File: src/rtl/branch_hist_feat.sv
// Global-history feature generator: speculative and architectural branch history
// plus an in-order queue of in-flight branches that produces predictor training payloads.
module branch_hist_feat #(
    parameter int unsigned FEATURES = 32,
    parameter int unsigned DEPTH    = 8
) (
    input  logic                  clk,
    input  logic                  rst,
    input  logic                  fetch_valid,
    input  logic [31:0]           fetch_pc,
    input  logic                  pred_taken,
    output logic                  fetch_ready,
    output logic [FEATURES-1:0]   predict_features,
    input  logic                  resolve_valid,
    input  logic                  resolve_taken,
    input  logic                  flush,
    output logic                  train_en,
    output logic [31:0]           train_pc,
    output logic [FEATURES-1:0]   train_features,
    output logic                  actual_taken,
    output logic                  mispredict,
    output logic [$clog2(DEPTH):0] count
);

    localparam int unsigned PW = $clog2(DEPTH);
    localparam int unsigned CW = PW + 1;

    logic [31:0]          pc_mem   [DEPTH];
    logic [FEATURES-1:0]  ghr_mem  [DEPTH];
    logic                 pred_mem [DEPTH];

    logic [PW-1:0]        head;
    logic [PW-1:0]        tail;
    logic [FEATURES-1:0]  arch_ghr;
    logic [FEATURES-1:0]  spec_ghr;

    logic                 pop;
    logic                 mis;
    logic                 kill;
    logic                 push;
    logic [FEATURES-1:0]  arch_next;

    assign fetch_ready      = (count < CW'(DEPTH)) && !rst;
    assign predict_features = spec_ghr;

    // A mispredict or flush squashes everything younger, including a same-cycle push.
    always_comb begin
        pop       = resolve_valid && (count != '0) && !rst;
        mis       = pop && (resolve_taken != pred_mem[head]);
        kill      = mis || flush;
        push      = fetch_valid && fetch_ready && !kill;
        arch_next = arch_ghr;
        if (pop) begin
            arch_next = {arch_ghr[FEATURES-2:0], resolve_taken};
        end
    end

    always_ff @(posedge clk) begin
        if (push) begin
            pc_mem[tail]   <= fetch_pc;
            ghr_mem[tail]  <= spec_ghr;
            pred_mem[tail] <= pred_taken;
        end
    end

    always_ff @(posedge clk) begin
        if (rst) begin
            arch_ghr       <= '0;
            spec_ghr       <= '0;
            count          <= '0;
            head           <= '0;
            tail           <= '0;
            train_en       <= 1'b0;
            mispredict     <= 1'b0;
            train_pc       <= '0;
            train_features <= '0;
            actual_taken   <= 1'b0;
        end else begin
            train_en   <= pop;
            mispredict <= mis;
            arch_ghr   <= arch_next;
            if (pop) begin
                train_pc       <= pc_mem[head];
                train_features <= ghr_mem[head];
                actual_taken   <= resolve_taken;
            end
            if (kill) begin
                // Restart speculation from the committed history.
                count    <= '0;
                head     <= '0;
                tail     <= '0;
                spec_ghr <= arch_next;
            end else begin
                if (push) begin
                    tail     <= tail + PW'(1);
                    spec_ghr <= {spec_ghr[FEATURES-2:0], pred_taken};
                end
                if (pop) begin
                    head <= head + PW'(1);
                end
                count <= count + CW'(push) - CW'(pop);
            end
        end
    end

endmodule

File: config.mk
export PLATFORM = sky130hd
export DESIGN_NAME = branch_hist_feat
export DESIGN_NICKNAME = d
export VERILOG_FILES = /design/src/rtl/branch_hist_feat.sv
export SDC_FILE = /design/constraint.sdc
export NUM_CORES = 1
export LEC_CHECK = 0
export BUFFER_PORTS_ARGS = -buffer_cell sky130_fd_sc_hd__buf_2
export CORE_UTILIZATION = 54
export CTS_CLUSTER_DIAMETER = 200
export DETAILED_ROUTE_END_ITERATION = 6
export PLACE_DENSITY = 0.79
export SLEW_MARGIN = 0
export SYNTH_ARGS = -nofsm -noshare
export SYNTH_HDL_FRONTEND = slang
export SYNTH_SLANG_ARGS = --single-unit
File: constraint.sdc
create_clock -name clk -period 11.3 [get_ports clk]
set_input_delay 3.39 -clock clk [delete_from_list [all_inputs] [get_ports clk]]
set_output_delay 3.39 -clock clk [all_outputs]
set_load 0.02 [all_outputs]
==> results.yml <==
run_status:
  status: "complete, no violations"
timing:
  worstMarginPinSlew_ns: 1.115
  skew_ns: 0.02233
  setup_viol: 0
  period_share_pct: 64.94
  fin_crit_ns: 7.338
  maxSlewViolCount: 0
  hold_viol_final: 0
  holdWs_ns: 0.4721
  setup_tns_ns: 0
  setup_ws_ns: 3.962
  rsz0062_at_grt: "false"
  fmax_ghz: 0.1363
  slew_headroom_pct: 25.65
cts:
  clk_root_buffer_cell: "clkbuf_16"
  htree_levels: 3
  clock_sinks: 664
  cts_tree: "yes"
  hold_buffers: 0
  clk_latency_ns: 0.57
  clk_path_buf_depth: 3
  cts_setup_buffers: 0
  clkTransAtPathRegs_ns: 0.06
  cts_resized: 0
  cts-buffers-inserted: 66
synthesis:
  synth_flop_cell: "edfxtp_1"
  synth_seq_cells: 664
  synth-edff-count: 520
  syn_area_um2: 24970
  synth_nets: 1372
  syn_inst: 1325
  yosysUniqueCellTypes: 39
  synth_area_per_cell_um2: 18.84
  synth_seq_area_share_pct: 74.08
  yosysWarnings: 0
  async_reset_ff_share_pct: 0
setup_path:
  required_ns: 7.91
  worstPathCellList: "buf_4 > nor2_1 > buf_2"
  path_delay_family: "buffers and inverters"
  path_class: "in2out"
  crit_path_max_fanout: 29
  slowest_stage: "buf_4"
  crit_path_max_incr_delay_ns: 0.20
  crit_buf_inv: 2
  worst_setup_path_end_kind: "output pin"
  critical_path_arrival_ns: 3.95
  crit_path_start_kind: "input pin"
floorplanning:
  die_x_um: 217.0
  die_h_um: 217.0
  rows: 78
  fp.coreArea_um2: 45480
  start_util_pct: 54.90
  pin_count: 143
  die_area_um2: 47100
drt:
  viasPerCell: 5.864
  firstDrtPassIters: 5
  antenna_left: 0
  via_count: 12497
  drc: 0
  drt-total-wl_um: 50330
  wire_per_inst_um: 23.62
  initialDrtViolationCount: 968
grt:
  grt_antenna_before_repair: 3
  grtUsageTotal_pct: 21.78
  grt_pass1_wl_um: 77150
  grt_max_degree: 106
  grt_pass1_vias: 13170
  gr-total-overflow: 0
job:
  max_cap_violations: 0
power_and_ir_drop:
  p_per_area_nw_per_um2: 176.0
  ir_worst_vdd_uv: 116.3
  p_leak_uw: 0.009253
cells_and_area:
  layout_common_cells: "edfxtp_1, dfxtp_1, buf_2, mux4_2, mux2i_1"
  area_delta_synth_final_pct: 14.78
  num-fill-cells: 3127
  drive_gt1_share_pct: 29.43
  multiInputGateArea_um2: 6100
  final_common_cell: "edfxtp_1"
  seqCellArea_um2: 18510
  fin_nets: 1523
worst_hold_path:
  worst_hold_path_type: "reg2reg"
place:
  portBuffers: 142
  dp_slack_ns: 3.868
  globalplace.congestion: 0.7346
  dp_hpwl_um: 27620
==> logic make-up (layout without fill, tap and decap cells) <==
kind of cell | Yosys count | count (layout) | share of synthesized area, %
adders and majority gates | 8 | 8 | 0.4309
AOI/OAI and AO/OA | 115 | 115 | 2.706
buffers and inverters | 108 | 312 | 1.789
muxes | 247 | 247 | 16.66
DFF | 664 | 664 | 74.08
xor gates and xnor gates | 6 | 6 | 0.2105
and+or+nand+nor | 177 | 177 | 4.119
other | 0 | 2 | 0
==> metrics by stage <==
stage	total power, µW	area [µm²]	std cells	utilization (%)
floorplan	2764	24970	1325	-
global placement	2805	26330	2008	57.90
detailed placement	2810	26330	2008	57.90
CTS	5079	28650	2129	63.00
global route	5186	28660	2130	63.01
finish	5045	28660	2131	63.02
==> worst reg2reg max path, delay by kind of cell (launching register included) <==
family / cells / cell delay (ns)
simple gates: 2 / 1.43
mux: 3 / 1.09
buf+inv: 1 / 0.64
flops: 1 / 0.39
==> state kept, by name, indices dropped and copies added, names as in the netlist, named ones only <==
| signal | count |
|---|---|
| tail | 3 |
| ghr_mem | 256 |
| train_en | 1 |
| train_pc | 32 |
| mispredict | 1 |
| arch_ghr | 32 |
| train_features | 32 |
| count | 4 |
| actual_taken | 1 |
| pred_mem | 8 |
| head | 3 |
| pc_mem | 256 |
| predict_features | 32 |
==> final timing paths <==
| kind | cells after the start | start | slack, ns | endpoint |
|---|---|---|---|---|
| min | 2 | arch_ghr[31] | 0.47 | arch_ghr[31] |
| max reg2reg | 6 | flop | 7.35 | ghr_mem[1][17] |
| max | 3 | rst | 3.96 | fetch_ready |
| min reg2reg | 2 | arch_ghr[31] | 0.47 | arch_ghr[31] |
==> routing by layer <==
| layer | up-vias | track usage (%) | share of wire [%] |
|---|---|---|---|
| met2 | 415 | 35.89 | 50 |
| li1 | 5512 | - | - |
| met5 | - | 0 | 0.026 |
| met4 | 2 | 6.784 | 1.7 |
| met1 | 6502 | 29.33 | 42 |
| met3 | 66 | 4.514 | 6.4 |
==> report_power, final <==
group	switching (µW)	internal, µW	leakage [µW]
Clock	878	1410	0.00113
Combinational	74.4	40.8	0.00242
Sequential	9.51	2630	0.00571
==> synthesized netlist by cell type, drive strengths merged, types with 2 or more instances <==
| library cell | count | area share [%] |
|---|---|---|
| a21oi | 15 | 0.30 |
| inv | 29 | 0.44 |
| clkbuf | 47 | 0.71 |
| nor2b | 2 | 0.050 |
| mux2 | 12 | 0.68 |
| nand3b | 66 | 2.0 |
| nor3b | 2 | 0.060 |
| xnor2 | 4 | 0.14 |
| nand2b | 12 | 0.30 |
| o22ai | 20 | 0.75 |
| xor2 | 2 | 0.070 |
| edfxtp | 520 | 63 |
| or3 | 4 | 0.10 |
| nor4 | 2 | 0.050 |
| buf | 32 | 0.65 |
| or2 | 20 | 0.50 |
| dfxtp | 144 | 12 |
| nor2 | 21 | 0.33 |
| o21ai | 76 | 1.5 |
| ha | 7 | 0.35 |
| mux2i | 105 | 4.3 |
| mux4 | 130 | 12 |
| nand2 | 46 | 0.69 |
==> final cells by class <==
cell class / instances / area share (%)
diodes: 2 / 0.01746
clock buffers: 101 / 7.108
clock inverters: 20 / 0.9954
inverters: 29 / 0.3798
multi-input cells: 553 / 21.28
flip-flops and latches: 664 / 64.58
well taps: 600 / 2.620
repair buffers: 162 / 3.012
No activity file was read; power rests on OpenSTA's default activity.
